### src/rtl/instr_encoder_pkg.sv
// Shared types for the RV32I field encoder: formats, opcodes, FSM states.
// encode() packs decoded fields into a 32-bit instruction word.
package instr_encoder_pkg;

   typedef enum logic [2:0] {
      FMT_R = 3'd0,
      FMT_I = 3'd1,
      FMT_S = 3'd2,
      FMT_B = 3'd3,
      FMT_U = 3'd4,
      FMT_J = 3'd5
   } instr_fmt_t;

   localparam logic [6:0] OPC_OP     = 7'h33;
   localparam logic [6:0] OPC_OP_IMM = 7'h13;
   localparam logic [6:0] OPC_LOAD   = 7'h03;
   localparam logic [6:0] OPC_STORE  = 7'h23;
   localparam logic [6:0] OPC_BRANCH = 7'h63;
   localparam logic [6:0] OPC_JAL    = 7'h6F;
   localparam logic [6:0] OPC_JALR   = 7'h67;
   localparam logic [6:0] OPC_LUI    = 7'h37;
   localparam logic [6:0] OPC_AUIPC  = 7'h17;
   localparam logic [6:0] OPC_SYSTEM = 7'h73;

   typedef enum logic [1:0] {
      ST_LOAD  = 2'd0,
      ST_DRAIN = 2'd1,
      ST_DONE  = 2'd2
   } state_t;

   function automatic logic [31:0] encode(
      input logic [2:0]  fmt,
      input logic [6:0]  opc,
      input logic [2:0]  f3,
      input logic [6:0]  f7,
      input logic [4:0]  rd,
      input logic [4:0]  rs1,
      input logic [4:0]  rs2,
      input logic [31:0] imm
   );
      logic [31:0] w;
      w = '0;
      case (instr_fmt_t'(fmt))
         FMT_R: w = {f7, rs2, rs1, f3, rd, opc};
         FMT_I: w = {imm[11:0], rs1, f3, rd, opc};
         FMT_S: w = {imm[11:5], rs2, rs1, f3,
                     imm[4:0], opc};
         FMT_B: w = {imm[12], imm[10:5], rs2, rs1,
                     f3, imm[4:1], imm[11], opc};
         FMT_U: w = {imm[31:12], rd, opc};
         FMT_J: w = {imm[20], imm[10:1], imm[11],
                     imm[19:12], rd, opc};
         default: w = '0;
      endcase
      return w;
   endfunction

endpackage

### src/rtl/instr_encoder_fifo.sv
// sync_fifo: power-of-two synchronous FIFO, head word shown combinationally.
// Ports: wr_en/wr_data, rd_en/rd_data, full, empty, count (occupancy).
module sync_fifo #(
   parameter int DEPTH = 4,
   parameter int WIDTH = 32,
   localparam int AW = $clog2(DEPTH)
) (
   input  logic             clk,
   input  logic             rst_n,
   input  logic             wr_en,
   input  logic [WIDTH-1:0] wr_data,
   input  logic             rd_en,
   output logic [WIDTH-1:0] rd_data,
   output logic             full,
   output logic             empty,
   output logic [AW:0]      count
);

   localparam logic [AW:0] FULL_CNT = (AW+1)'(DEPTH);

   logic [WIDTH-1:0] mem [DEPTH];
   logic [AW:0]      wr_ptr;
   logic [AW:0]      rd_ptr;
   logic             do_wr;
   logic             do_rd;

   // Pointers carry one extra bit so full and empty are distinguishable.
   assign count   = wr_ptr - rd_ptr;
   assign full    = (count == FULL_CNT);
   assign empty   = (count == '0);
   assign do_wr   = wr_en && !full;
   assign do_rd   = rd_en && !empty;
   assign rd_data = mem[rd_ptr[AW-1:0]];

   always_ff @(posedge clk or negedge rst_n) begin
      if (!rst_n) begin
         wr_ptr <= '0;
         rd_ptr <= '0;
      end else begin
         if (do_wr) wr_ptr <= wr_ptr + 1'b1;
         if (do_rd) rd_ptr <= rd_ptr + 1'b1;
      end
   end

   always_ff @(posedge clk) begin
      if (do_wr) mem[wr_ptr[AW-1:0]] <= wr_data;
   end

endmodule

### src/rtl/instr_encoder.sv
// instr_encoder: packs RV32I field bundles into words and streams them to imem.
// Ports: in_* field handshake, imem_* write port, done pulse, sticky err.
module instr_encoder
   import instr_encoder_pkg::*;
#(
   parameter int                DEPTH     = 4,
   parameter int                ADDR_W    = 10,
   parameter logic [ADDR_W-1:0] BASE_ADDR = '0
) (
   input  logic              clk,
   input  logic              rst_n,
   input  logic              in_valid,
   output logic              in_ready,
   input  logic [2:0]        in_fmt,
   input  logic [6:0]        in_opcode,
   input  logic [2:0]        in_funct3,
   input  logic [6:0]        in_funct7,
   input  logic [4:0]        in_rd,
   input  logic [4:0]        in_rs1,
   input  logic [4:0]        in_rs2,
   input  logic [31:0]       in_imm,
   input  logic              in_last,
   output logic              imem_we,
   input  logic              imem_ready,
   output logic [ADDR_W-1:0] imem_addr,
   output logic [31:0]       imem_wdata,
   output logic              done,
   output logic              err
);

   localparam int CW = $clog2(DEPTH) + 1;

   state_t          state;
   logic            fifo_full;
   logic            fifo_empty;
   logic [CW-1:0]   fifo_count;
   logic [31:0]     head;
   logic [31:0]     word;
   logic            legal;
   logic            accept;
   logic            enq;
   logic            deq;
   logic            drains;

   assign legal  = (in_fmt <= 3'd5);
   assign accept = in_valid && in_ready;
   assign enq    = accept && legal;
   assign deq    = imem_we && imem_ready;
   assign word   = encode(in_fmt, in_opcode, in_funct3,
                          in_funct7, in_rd, in_rs1,
                          in_rs2, in_imm);

   // FIFO will be empty after this edge: lets done
   // follow the final write by exactly one cycle.
   assign drains = !enq &&
                   ((fifo_count == '0) ||
                    (fifo_count == CW'(1) && deq));

   assign in_ready   = (state == ST_LOAD) && !fifo_full;
   assign imem_we    = !fifo_empty;
   assign imem_wdata = imem_we ? head : '0;
   assign done       = (state == ST_DONE);

   sync_fifo #(
      .DEPTH (DEPTH),
      .WIDTH (32)
   ) u_fifo (
      .clk     (clk),
      .rst_n   (rst_n),
      .wr_en   (enq),
      .wr_data (word),
      .rd_en   (deq),
      .rd_data (head),
      .full    (fifo_full),
      .empty   (fifo_empty),
      .count   (fifo_count)
   );

   always_ff @(posedge clk or negedge rst_n) begin
      if (!rst_n) begin
         state     <= ST_LOAD;
         imem_addr <= BASE_ADDR;
         err       <= 1'b0;
      end else begin
         unique case (state)
            ST_LOAD: begin
               if (accept && in_last)
                  state <= drains ? ST_DONE : ST_DRAIN;
            end
            ST_DRAIN: begin
               if (drains) state <= ST_DONE;
            end
            ST_DONE: state <= ST_LOAD;
            default: state <= ST_LOAD;
         endcase

         if (state == ST_DONE)
            imem_addr <= BASE_ADDR;
         else if (deq)
            imem_addr <= imem_addr + 1'b1;

         if (state == ST_DONE)
            err <= 1'b0;
         else if (accept && !legal)
            err <= 1'b1;
      end
   end

endmodule

### config.mk
export PLATFORM = sky130hd
export DESIGN_NAME = instr_encoder
export DESIGN_NICKNAME = d
export VERILOG_FILES = /design/src/rtl/instr_encoder_pkg.sv /design/src/rtl/instr_encoder_fifo.sv /design/src/rtl/instr_encoder.sv
export SDC_FILE = /design/constraint.sdc
export NUM_CORES = 1
export LEC_CHECK = 0
export CAP_MARGIN = 40
export CORE_MARGIN = 4
export CORE_UTILIZATION = 35
export DETAILED_ROUTE_END_ITERATION = 10
export MAX_ROUTING_LAYER = met4
export PLACE_DENSITY = 0.68
export SLEW_MARGIN = 20
export SYNTH_ARGS = -nofsm -noshare
export SYNTH_HDL_FRONTEND = slang
export SYNTH_SLANG_ARGS = --single-unit
### constraint.sdc
create_clock -name clk -period 3.8 [get_ports clk]
set_clock_uncertainty 0.05 [all_clocks]
set_input_delay 0.76 -clock clk [delete_from_list [all_inputs] [get_ports clk]]
set_output_delay 0.76 -clock clk [all_outputs]
set_load 0.01 [all_outputs]
# Word level (Yosys, flattened, before mapping)
# Memory sizes are Yosys's and may differ from the RTL's.
# Cells that the tools add are included.
[op_classes] n_div=0 magnitude_cmp=1 multipliers=0 muxes=12 n_eq_ne=11 shifts=0 n_reduce_logical=21 n_bitwise=0 add_sub_neg=4
[ops] cell="32-bit one-hot mux with 6 select lines" n=1
[ops] cell="32-bit two-way mux" n=1
[ops] cell="10-bit two-way mux" n=2
[ops] cell="10-bit by 1-bit adder with 10-bit output, second input constant" n=1
[ops] cell="1-bit logical AND" n=10
[ops] cell="3-bit equality test, second input constant" n=3
[ops] cell="3-bit by 1-bit adder with 3-bit output, second input constant" n=2
[ops] cell="3-bit by 1-bit equality test with 1-bit output, second input constant" n=2
[ops] cell="3-bit by 2-bit equality test with 1-bit output, second input constant" n=2
[ops] cell="3-bit logical NOT" n=2
[ops] cell="2-bit two-way mux" n=3
[ops] cell="1-bit logical NOT" n=4
[ops] cell="1-bit two-way mux" n=4
[ops] cell="2-bit one-hot mux with 2 select lines" n=1
[ops] cell="2-bit nonzero test" n=2
[ops] cell="3-bit less-or-equal comparator, second input constant" n=1
[ops] cell="3-bit subtractor" n=1
[ops] cell="2-bit by 1-bit equality test with 1-bit output, second input constant" n=1
[ops] cell="2-bit equality test, second input constant" n=1
[ops] cell="2-bit logical NOT" n=1
[ops] cell="2-bit by 1-bit != test with 1-bit output, second input constant" n=1
[ops] cell="2-bit != test, second input constant" n=1
[ops] cell="2-bit AND reduction" n=1
[ops] cell="1-bit logical OR" n=1
[word_totals] out_inout_bits=46 mem_bits_rw=128 ff_bits=19 latchBits=0 word_cells=55 mem_count=1 input_bits=72 romBits=0
[mem_list] name="u_fifo.mem" depth=4 word_bits=32 read_ports=1 rd_clocked_by_memory_dff=0 write_ports=1 line="instr_encoder_fifo.sv:21" rtl="logic [WIDTH-1:0] mem [DEPTH];"

# Longest topological paths before layout
# Gate-level depths: netlist (run 1).
[logic_depth] ltp_word=11 depth_mapped=8 depth_no_buf=7

# Hierarchy
# A second synthesis (run 1) with hierarchy kept.
[unflattened] cells_unflattened=410 hier_area_um2=6506.2
[by_module_without_submodules] module="sync_fifo" cells_each=211 area_per_inst_um2=5051.1 n_inst=1
[by_module_without_submodules] module="instr_encoder" cells_each=199 area_per_inst_um2=1455.1 n_inst=1

# Worst setup path before layout (run 1)
# OpenSTA, ideal clock, no wires.
[synth_timing] kind="reg2reg" from="register u_fifo.wr_ptr[0]" to="memory u_fifo.mem[3][0] (enable)" required_time_ps=3356 t_arrival_ps=2532 path_stages_with_launch=7 path_slack_ps=825 synth_period_minus_slack_ps=2975 cell_sequence="dfrtp_1 > inv_1 > ha_1 > fa_1 > xor3_2 > nand2_1 > and3_1"
[synth_via] elab_chain_cells=9
[synth_rtl] item="from (decl)" line="instr_encoder_fifo.sv:22" rtl="logic [AW:0] wr_ptr;"
[synth_rtl] item="from (signal assigned)" line="instr_encoder_fifo.sv:40" rtl="if (do_wr) wr_ptr <= wr_ptr + 1'b1;"
[synth_rtl] item="3-bit subtractor" line="instr_encoder_fifo.sv:28" rtl="assign count = wr_ptr - rd_ptr;"
[synth_rtl] item="3-bit equality test" line="instr_encoder_fifo.sv:29" rtl="assign full = (count == FULL_CNT);"
[synth_rtl] item="1-bit logical NOT" line="instr_encoder_fifo.sv:31, instr_encoder.sv:59"
[synth_rtl] item="1-bit logical AND" line="instr_encoder.sv:59" rtl="assign in_ready = (state == ST_LOAD) && !fifo_full;"
[synth_rtl] item="1-bit logical AND" line="instr_encoder.sv:46" rtl="assign accept = in_valid && in_ready;"
[synth_rtl] item="1-bit logical AND" line="instr_encoder.sv:47" rtl="assign enq = accept && legal;"
[synth_rtl] item="1-bit logical AND" line="instr_encoder_fifo.sv:31" rtl="assign do_wr = wr_en && !full;"
[synth_rtl] item="1-bit two-way mux" line="instr_encoder_fifo.sv:46" rtl="if (do_wr) mem[wr_ptr[AW-1:0]] <= wr_data;"
[synth_rtl] item="1-bit two-way mux (implied by the code)" line="instr_encoder_fifo.sv:46"
[synth_rtl] item="to (decl)" line="instr_encoder_fifo.sv:21"
# Several ways; a longest one is shown, not always the timed one.

# Final worst setup path (run 1)
[layout_timing] from="register u_fifo.wr_ptr[0]" to="output in_ready"
[layout_via] elab_chain_cells=4
[layout_rtl] item="3-bit subtractor" line="instr_encoder_fifo.sv:28"
[layout_rtl] item="3-bit equality test" line="instr_encoder_fifo.sv:29"
[layout_rtl] item="1-bit logical NOT" line="instr_encoder.sv:59"
[layout_rtl] item="1-bit logical AND" line="instr_encoder.sv:59"
[layout_rtl] item="to (decl)" line="instr_encoder.sv:13" rtl="output logic in_ready,"
# No other way between the ends.

==> impl_metrics.csv, run 1 <==
group,metric,value,unit
status,status,"finished, final reports clean",
synth,yosysTopAreaCell,"edfxtp_1",
synth,synthesis.area,6460,um^2
synth,synthAdderAreaFrac,0.0166,
clock_network,cts_buffer_depth,2,
die,die_y,144,um
synth,synth_edf_count,128,
global_route,grt_max_degree,35,
synth,synth_xor_area_frac,0.0197,
sta,finalSetupViolations,0,
critical_path,arrival,2.86,ns
sta,period_needed,3.67,ns
synth,synthMuxAreaShare,0.123,
critical_path,timing.rr.end,"u_fifo.mem[3][22]$_DFFE_PP_",
detailed_routing,viasPerCell,5.11,
global_route,grt-ovfl-total,0,
cells_and_area,fin_nets,607,
detailed_routing,dr.pass1.iters,4,
clock_network,tritoncts,"done",
flow_run,maxCapViolations,0,
sta,tns,0,ns
synth,yosys.area_share.simple,0.0828,
die,ios,118,
die,die-width,144,um
cells_and_area,diodes,0,
global_route,grt_pass1_vias,4276,
placement,hpwlAfterDp,10.0,mm
die,initial_core_util,0.357,
critical_path,crit_path_max_fanout,6,
critical_path,cp-end-kind,"output pin",
sta,slew_violations,0,
power,vdd_drop_max,0.375,mV
synth,synth-compound-area-share,0.0672,
detailed_routing,drc_errors,0,
sta,hold_ws,0.462,ns
synth,synth_area_per_cell,16.2,um^2
synth,yosysSeqAreaShare,0.668,
cells_and_area,layout-drive-gt1-share,0.180,
clock_network,htreeDepth,4,
die,rows,49,
detailed_routing,drtIter0Drc,196,
global_route,grtUsageTotal,0.150,
power,combPwrFrac,0.439,
critical_path,rr_startpoint,"u_fifo.wr_ptr[0]$_DFFE_PN0P_",
global_route,antenna_found_initial,0,
sta,hold_viol,0,
placement,gp_congestion,0.828,
clock_network,cts_buffers,17,
power,internal_power,4810,uW
cells_and_area,n_fill_cell,1505,
placement,io_buffer_count,117,
cells_and_area,area_delta_synth_final,33.2,%
power,p_sw_frac,0.308,
clock_network,clkTransAtPathRegs,0.06,ns
synth,yosysUniqueCellTypes,45,
critical_path,ff2ff_setup_slack,0.87,ns
synth,syn_inst,399,
synth,synth_ff_type,"edfxtp_1",
synth,synth_commonest_cells,"edfxtp_1, and2_1, mux4_2",
hold_path,hp-class,"reg -> reg",
sta,clock.fmax,0.272,GHz
synth,synth_top_family_by_area,"multiplexers",
power,power,6950,uW
sta,slew_headroom,0.539,
power,pwr-share-seq,0.314,
die,die_area,20700,um^2
synth,yosys_warnings,0,
power,p_switching,2140,uW
synth,yosysMostFrequentCell,"edfxtp_1",
critical_path,crit_required,2.99,ns
synth,ys_ff_latch,147,
synth,async_reset_ff_frac,0.129,
power,p_per_area,808,nW/um^2
clock_network,holdBufCountCts,0,
sta,worstMarginPinSlew,0.689,ns
synth,synth_top_area_frac,0.595,
critical_path,path_class,"reg -> out",
cells_and_area,seq_area,4320,um^2
critical_path,start_kind,"flip-flop",
clock_network,clkSinkCount,147,
cells_and_area,fin_cells,768,
sta,finalCritPeriodShare,0.966,
hold_path,min_from,"state[1]$_DFFE_PN0P_",
cells_and_area,post-route-util,0.476,
critical_path,rr_worst_depth,7,
hold_path,hold_end,"state[1]$_DFFE_PN0P_",
power,p_clk_frac,0.248,
die,core,18100,um^2
detailed_routing,vias,3921,
synth,synth_area_leaders,"edfxtp_1, mux4_2, dfrtp_1",
placement,dp_cells,736,
global_route,grt_pass1_wl,22.6,mm
power,p_leak,0.00298,uW
detailed_routing,postRouteAntennaNets,0,
cells_and_area,multi_input_area,2010,um^2
hold_path,whs_path_depth,1,
clock_network,cts_root_buf,"clkbuf_16",
detailed_routing,routedWlPerCell,18.7,um
detailed_routing,wl,14.4,mm
clock_network,insertion_delay,0.41,ns
synth,synth.net_count,479,
-- cells in the final DEF, fill, tap and decap left out, types with 10 or more instances in the layout --
| master | n |
|---|---|
| o21ai_0 | 17 |
| clkbuf_16 | 17 |
| and2_1 | 40 |
| dfrtp_1 | 17 |
| nor2_1 | 10 |
| edfxtp_1 | 128 |
| a22oi_1 | 16 |
| clkdlybuf4s50_1 | 117 |
| nand2_1 | 23 |
| inv_1 | 12 |
| mux4_2 | 32 |
-- layer usage --
metal | vias up | track usage | wire, um | part of all wire
met3 | 21 | 0.0329 | 682 | 0.047
met1 | 1964 | 0.186 | 6230 | 0.43
met5 | - | - | 0 | 0
met2 | 127 | 0.243 | 7190 | 0.50
met4 | 0 | 0.0580 | 269 | 0.019
li1 | 1809 | - | - | -
-- sequential cells by signal (all words and copies together), names as in the netlist --
| name | flops |
|---|---|
| err | 1 |
| imem_addr | 10 |
| u_fifo.rd_ptr | 3 |
| u_fifo.mem | 128 |
| u_fifo.wr_ptr | 3 |
| state | 2 |
-- power by group through the flow --
| stage | Sequential, uW | Clock [uW] | Combinational, uW |
|---|---|---|---|
| floorplan | 2200 | 0 | 1670 |
| global placement | 2200 | 0 | 3040 |
| detailed placement | 2220 | 0 | 3090 |
| CTS | 2190 | 1750 | 3120 |
| global route | 2210 | 1830 | 3330 |
| finish | 2180 | 1720 | 3050 |
-- worst max path at each step --
stage	endpoint	slack [ns]	from	cells past startpoint
after floorplan	u_fifo.mem[3][0]$_DFFE_PP_	0.82	u_fifo.wr_ptr[0]$_DFFE_PN0P_	6
after detailed placement	imem_wdata[24]	0.33	u_fifo.wr_ptr[0]$_DFFE_PN0P_	8
after global routing	in_ready	-0.007	u_fifo.wr_ptr[0]$_DFFE_PN0P_	6
final	in_ready	0.13	u_fifo.wr_ptr[0]$_DFFE_PN0P_	6
after CTS	in_ready	-0.0005	u_fifo.wr_ptr[0]$_DFFE_PN0P_	6
after global placement	imem_wdata[24]	0.39	u_fifo.wr_ptr[0]$_DFFE_PN0P_	8
-- critical path, stage by stage, from the launching register on --
cell             delay, ns
dfrtp_1               0.38
inv_1                 0.10
ha_1                  0.20
fa_1                  0.39
xor3_2                0.49
a211oi_1              0.31
clkdlybuf4s50_1       0.59
-- what timing repair did --
action,in CTS,in global routing
gates resized for setup,2,2
buffers inserted,0,1
pin swaps,1,0
gates cloned,0,0
endpoints found under the setup margin,32,33
-- area by class of cell --
| class | count | area share |
|---|---|---|
| Tap cell | 229 | 0.0333 |
| Multi-Input combinational cell | 218 | 0.233 |
| Inverter | 12 | 0.00523 |
| Sequential cell | 147 | 0.502 |
| Clock inverter | 12 | 0.0212 |
| Timing Repair Buffer | 131 | 0.154 |
| Clock buffer | 19 | 0.0503 |
-- stage by stage --
stage	cell area [um^2]	setup slack (ns)
after floorplan	6460	0.825
after global placement	7960	0.391
after detailed placement	7970	0.326
after CTS	8600	-0.000487
after global routing	8610	-0.00704
final	8610	0.130
-- kinds of logic (layout without fill, tap and decap cells) --
| family | count (synthesis) | count (layout) |
|---|---|---|
| compound gates | 63 | 63 |
| buf+inv | 34 | 174 |
| mux | 39 | 39 |
| simple gates | 97 | 97 |
| flops | 147 | 147 |
| xor+xnor | 11 | 11 |
| fa+ha+maj | 8 | 8 |
(Power assumes the default switching activity.)
==> inputs of run 2 (changes only) <==
--- a/config.mk
+++ b/config.mk
@@ -6,7 +6,7 @@
 export NUM_CORES = 1
 export LEC_CHECK = 0
 export CAP_MARGIN = 40
-export CORE_MARGIN = 4
+export CORE_MARGIN = 5
 export CORE_UTILIZATION = 35
 export DETAILED_ROUTE_END_ITERATION = 10
 export MAX_ROUTING_LAYER = met4
@@ -15,3 +15,4 @@
 export SYNTH_ARGS = -nofsm -noshare
 export SYNTH_HDL_FRONTEND = slang
 export SYNTH_SLANG_ARGS = --single-unit
+export TNS_END_PERCENT = 20
==> run 2 against run 1 <==
Final cell count is 0.78% higher. Sequential power hardly changed. First-iteration DRC count is 1.0% lower. Largest cell class unchanged.
==> impl_metrics.csv, run 2 (same netlist as run 1, synthesis figures left out) <==
group,metric,value,unit
status,status,"finished, final reports clean",
clock_network,holdBufCountCts,0,
sta,finalCritPeriodShare,0.969,
placement,hpwlAfterDp,10.3,mm
placement,io_buffer_count,117,
cells_and_area,fin_nets,611,
cells_and_area,layout-drive-gt1-share,0.188,
power,p_sw_frac,0.325,
critical_path,path_class,"reg -> out",
power,p_leak,0.00299,uW
detailed_routing,drtIter0Drc,194,
clock_network,cts_root_buf,"clkbuf_16",
global_route,use_met3,0.0358,
critical_path,cp-end-kind,"output pin",
sta,setup_ws,0.116,ns
detailed_routing,wl,14.8,mm
power,p_clk_frac,0.225,
detailed_routing,dr.pass1.iters,4,
cells_and_area,n_fill_cell,1549,
detailed_routing,drc_errors,0,
die,initial_core_util,0.357,
clock_network,cts_buffers,17,
global_route,met1_usage,0.179,
hold_path,hp-class,"reg -> reg",
detailed_routing,vias,3899,
global_route,grt_max_degree,35,
die,ios,118,
critical_path,rr_startpoint,"u_fifo.wr_ptr[0]$_DFFE_PN0P_",
global_route,use_met2,0.241,
hold_path,whs_path_depth,2,
power,pwr-share-seq,0.315,
critical_path,start_kind,"flip-flop",
sta,period_needed,3.68,ns
sta,clock.fmax,0.271,GHz
sta,worstMarginPinSlew,0.779,ns
global_route,grt_pass1_wl,23.4,mm
die,core,18100,um^2
power,combPwrFrac,0.460,
critical_path,ff2ff_setup_slack,0.82,ns
placement,dpl_worst_slack,0.297,ns
placement,gp_congestion,0.806,
clock_network,cts_buffer_depth,2,
die,die_y,146,um
global_route,grt-ovfl-total,0,
power,power,6930,uW
global_route,busiest_layer,"met2",
sta,finalSetupViolations,0,
detailed_routing,viasPerCell,5.04,
sta,tns,0,ns
sta,hold_viol,0,
global_route,grt_pass1_vias,4224,
critical_path,arrival,2.87,ns
sta,rsz0062_at_grt,"no",
placement,dp_cells,737,
critical_path,crit_path_max_fanout,20,
critical_path,timing.rr.end,"u_fifo.mem[3][24]$_DFFE_PP_",
die,rows,49,
clock_network,htreeDepth,4,
cells_and_area,largest_register_ffs,128,
hold_path,hold_end,"err$_DFFE_PN0P_",
cells_and_area,area_delta_synth_final,33.0,%
global_route,antenna_found_initial,1,
hold_path,min_from,"err$_DFFE_PN0P_",
power,p_switching,2250,uW
cells_and_area,fin_cells,774,
die,die_area,21300,um^2
power,vdd_drop_max,0.424,mV
detailed_routing,routedWlPerCell,19.1,um
clock_network,clkTransAtPathRegs,0.06,ns
clock_network,tritoncts,"done",
die,die-width,146,um
flow_run,maxCapViolations,0,
critical_path,rr_worst_depth,7,
sta,slew_headroom,0.480,
cells_and_area,layout_common_cells,"edfxtp_1, clkdlybuf4s50_1, and2_1, mux4_2, nand2_1",
cells_and_area,final_common_cell,"edfxtp_1",
power,internal_power,4680,uW
detailed_routing,postRouteAntennaNets,0,
sta,slew_violations,0,
global_route,grtUsageTotal,0.148,
clock_network,insertion_delay,0.41,ns
clock_network,clkSinkCount,147,
critical_path,crit_required,2.99,ns
power,p_per_area,806,nW/um^2
## run 2: cell types whose count changed in the layout (fill, tap and decap cells not counted), moves of 2 or more
cell       previous run  this run
bufinv_16             4         1
clkinv_4              3         1
inv_6                 1         5
clkinv_1              0         2
buf_6                 2         0
buf_4                 8        12
## run 2: power groups by stage
stage	Clock (uW)	Combinational, uW	Sequential, uW
6_report	1560	3190	2190
5_1_grt	1660	3450	2210
4_1_cts	1600	3170	2190
3_5_place_dp	0	3120	2220
3_3_place_gp	0	3080	2200
2_1_floorplan	0	1670	2200
## run 2: worst max path at each step
stage	start	to	slack [ns]
after detailed placement	u_fifo.wr_ptr[0]$_DFFE_PN0P_	imem_wdata[8]	0.30
after floorplan	u_fifo.wr_ptr[0]$_DFFE_PN0P_	u_fifo.mem[3][0]$_DFFE_PP_	0.82
final	u_fifo.wr_ptr[0]$_DFFE_PN0P_	imem_wdata[13]	0.12
after CTS	u_fifo.wr_ptr[0]$_DFFE_PN0P_	in_ready	0.01
after global placement	u_fifo.wr_ptr[0]$_DFFE_PN0P_	imem_wdata[13]	0.38
after global routing	u_fifo.wr_ptr[0]$_DFFE_PN0P_	imem_wdata[13]	0.002
## run 2: worst max-delay path: stages, from the launching register on
cell	delay [ns]
dfrtp_1	0.41
inv_1	0.11
ha_1	0.20
fa_1	0.40
xnor3_2	0.35
nand2_4	0.16
buf_12	0.16
and2_1	0.13
clkdlybuf4s50_1	0.54
## run 2: per-layer routing
layer / wire, um / share of wire
met1: 6440 / 0.43
met2: 7280 / 0.49
met3: 722 / 0.049
met4: 357 / 0.024
met5: 0 / 0
## run 2: area by class of cell
| class | count | area, um^2 | area share |
|---|---|---|---|
| Sequential cell | 147 | 4320 | 0.503 |
| Multi-Input combinational cell | 219 | 2030 | 0.236 |
| Timing Repair Buffer | 134 | 1360 | 0.158 |
| Clock buffer | 18 | 429 | 0.0499 |
| Tap cell | 229 | 287 | 0.0333 |
| Clock inverter | 14 | 129 | 0.0150 |
| Inverter | 12 | 45.0 | 0.00524 |
| Antenna cell | 1 | 2.50 | 0.000291 |
## run 2: stage by stage
| step | hold slack (ns) | area (um^2) | utilization |
|---|---|---|---|
| 6_report | 0.453 | 8600 | 0.475 |
| 5_1_grt | 0.493 | 8600 | 0.475 |
| 4_1_cts | 0.464 | 8570 | 0.474 |
| 3_5_place_dp | 0.453 | 7990 | 0.442 |
| 3_3_place_gp | 0.437 | 7980 | 0.441 |
| 2_1_floorplan | 0.412 | 6460 | - |
## run 2: timing repair
| action | in CTS | in global routing |
|---|---|---|
| gates resized for setup | 2 | 3 |
| endpoints found under the hold margin | 0 | 0 |
| setup buffers | 1 | 2 |
| pin swaps | 1 | 1 |
| cloned | 0 | 1 |
| endpoints found under the setup margin | 32 | 21 |
==> inputs of run 3 (changes only) <==
--- a/config.mk
+++ b/config.mk
@@ -11,6 +11,7 @@
 export DETAILED_ROUTE_END_ITERATION = 10
 export MAX_ROUTING_LAYER = met4
 export PLACE_DENSITY = 0.68
+export SETUP_SLACK_MARGIN = 0.4
 export SLEW_MARGIN = 20
 export SYNTH_ARGS = -nofsm -noshare
 export SYNTH_HDL_FRONTEND = slang
==> run 3 against run 2 <==
Sequential power barely moved. Sequential cell count did not move. Clock power barely moved. Via count barely moved. Clock-buffer cell count did not move. Sequential share of layout area barely moved. Hold slack barely moved. Final area barely moved. Combinational power fell by 2%. Highest routed layer unchanged.
==> impl_metrics.csv, run 3 (same netlist as run 1, synthesis figures left out) <==
group,metric,value,unit
detailed_routing,drtIter0Drc,224,
global_route,grt_pass1_vias,4257,
cells_and_area,fin_nets,611,
die,core,18100,um^2
cells_and_area,layout-drive-gt1-share,0.188,
cells_and_area,multi_input_area,2030,um^2
cells_and_area,seq_area,4320,um^2
clock_network,clkTransAtPathRegs,0.06,ns
global_route,grt-ovfl-total,0,
cells_and_area,n_fill_cell,1549,
detailed_routing,drc_errors,0,
critical_path,crit_required,2.99,ns
global_route,met1_usage,0.182,
power,combPwrFrac,0.455,
power,p_leak,0.00304,uW
clock_network,cts_buffer_depth,2,
power,internal_power,4620,uW
sta,finalSetupViolations,0,
power,p_clk_frac,0.227,
sta,tns,0,ns
power,p_per_area,798,nW/um^2
critical_path,crit_path_max_fanout,20,
sta,worstMarginPinSlew,0.782,ns
global_route,grt_max_degree,35,
cells_and_area,layout_common_cells,"edfxtp_1, clkdlybuf4s50_1, and2_1, mux4_2, nand2_1",
sta,period_needed,3.52,ns
global_route,antenna_found_initial,1,
placement,gp_congestion,0.806,
clock_network,holdBufCountCts,0,
status,status,"finished, final reports clean",
power,vdd_drop_max,0.381,mV
flow_run,maxCapViolations,0,
clock_network,htreeDepth,4,
sta,slew_headroom,0.478,
cells_and_area,largest_register_ffs,128,
critical_path,path_class,"reg -> out",
clock_network,cts_buffers,17,
critical_path,crit_path_start,"u_fifo.wr_ptr[0]$_DFFE_PN0P_",
hold_path,min_from,"err$_DFFE_PN0P_",
hold_path,hp-class,"reg -> reg",
clock_network,insertion_delay,0.41,ns
die,initial_core_util,0.357,
sta,rsz0062_at_grt,"yes",
critical_path,cp-end-kind,"output pin",
global_route,grtUsageTotal,0.150,
detailed_routing,viasPerCell,5.03,
placement,hpwlAfterDp,10.3,mm
global_route,use_met3,0.0358,
placement,io_buffer_count,117,
power,p_sw_frac,0.327,
global_route,busiest_layer,"met2",
die,rows,49,
clock_network,tritoncts,"done",
detailed_routing,routedWlPerCell,19.2,um
global_route,use_met2,0.243,
detailed_routing,postRouteAntennaNets,0,
cells_and_area,fin_area,8600,um^2
sta,hold_viol,0,
detailed_routing,vias,3896,
detailed_routing,wl,14.8,mm
die,die_y,146,um
sta,clock.fmax,0.284,GHz
die,die_area,21300,um^2
sta,slew_violations,0,
detailed_routing,dr.pass1.iters,4,
power,pwr-share-seq,0.318,
die,die-width,146,um
placement,place_area,7990,um^2
global_route,grt_pass1_wl,23.6,mm
cells_and_area,area_delta_synth_final,33.1,%
critical_path,rr_startpoint,"u_fifo.wr_ptr[0]$_DFFE_PN0P_",
critical_path,arrival,2.71,ns
die,ios,118,
sta,finalCritPeriodShare,0.927,
clock_network,clkSinkCount,147,
clock_network,cts_root_buf,"clkbuf_16",
power,p_switching,2250,uW
cells_and_area,final_common_cell,"edfxtp_1",
critical_path,start_kind,"flip-flop",
[run 3: cell count changes in the layout (fill, tap and decap cells not counted)]
cell / delta
dlygate4sd2_1: +6
dlymetal6s2s_1: +4
clkdlybuf4s50_1: -10
[run 3: layer usage]
metal	wire length [um]	share of wire
met3	790	0.053
met4	346	0.023
met5	0	0
met2	7280	0.49
met1	6420	0.43
[run 3: cell type report]
type | instances | area share
Sequential cell | 147 | 0.502
Multi-Input combinational cell | 219 | 0.236
Timing Repair Buffer | 134 | 0.158
Clock buffer | 18 | 0.0499
Tap cell | 229 | 0.0333
Clock inverter | 14 | 0.0150
Inverter | 12 | 0.00524
Antenna cell | 1 | 0.000291
[run 3: path summary, 6_finish.rpt]
check                                               end  slack [ns]  cells past startpoint
hold / removal                          err$_DFFE_PN0P_        0.45                      2
hold reg to reg                         err$_DFFE_PN0P_        0.45                      2
setup reg to reg            u_fifo.mem[3][24]$_DFFE_PP_        1.05                      7
min in group asynchronous      imem_addr[9]$_DFFE_PN0P_        0.58                      1
max in group asynchronous  u_fifo.rd_ptr[0]$_DFFE_PN0P_        2.70                      2
setup / recovery                          imem_wdata[2]        0.28                      8
[run 3: power by group through the flow]
stage | clock network, uW | registers [uW] | logic [uW]
2_1_floorplan | 0 | 2200 | 1670
3_3_place_gp | 0 | 2200 | 3080
3_5_place_dp | 0 | 2220 | 3120
4_1_cts | 1600 | 2180 | 3210
5_1_grt | 1660 | 2210 | 3400
6_report | 1560 | 2180 | 3120
[run 3: repair_timing]
item                       4_1_cts  5_1_grt
gates cloned                     1        0
setup endpoints to repair       34       33
setup buffers                    3        0
resized for setup               10        5
pin swaps                        4        0
[run 3: critical path, cell delays in order (launching register included)]
cell and delay (ns):
dfrtp_1 0.36, inv_1 0.08, ha_1 0.20, fa_1 0.40
xnor3_2 0.31, nand2_4 0.13, buf_12 0.16, and2_1 0.13
clkdlybuf4s50_1 0.53
[run 3: metrics by stage]
stage | hold slack [ns] | instances | worst slack (ns) | utilization | power [uW]
after floorplan | 0.412 | 399 | 0.825 | - | 3870
after global placement | 0.437 | 736 | 0.376 | 0.441 | 5280
after detailed placement | 0.453 | 737 | 0.297 | 0.442 | 5340
after CTS | 0.468 | 773 | 0.259 | 0.475 | 6990
after global routing | 0.493 | 774 | 0.157 | 0.476 | 7260
final | 0.453 | 774 | 0.278 | 0.476 | 6860
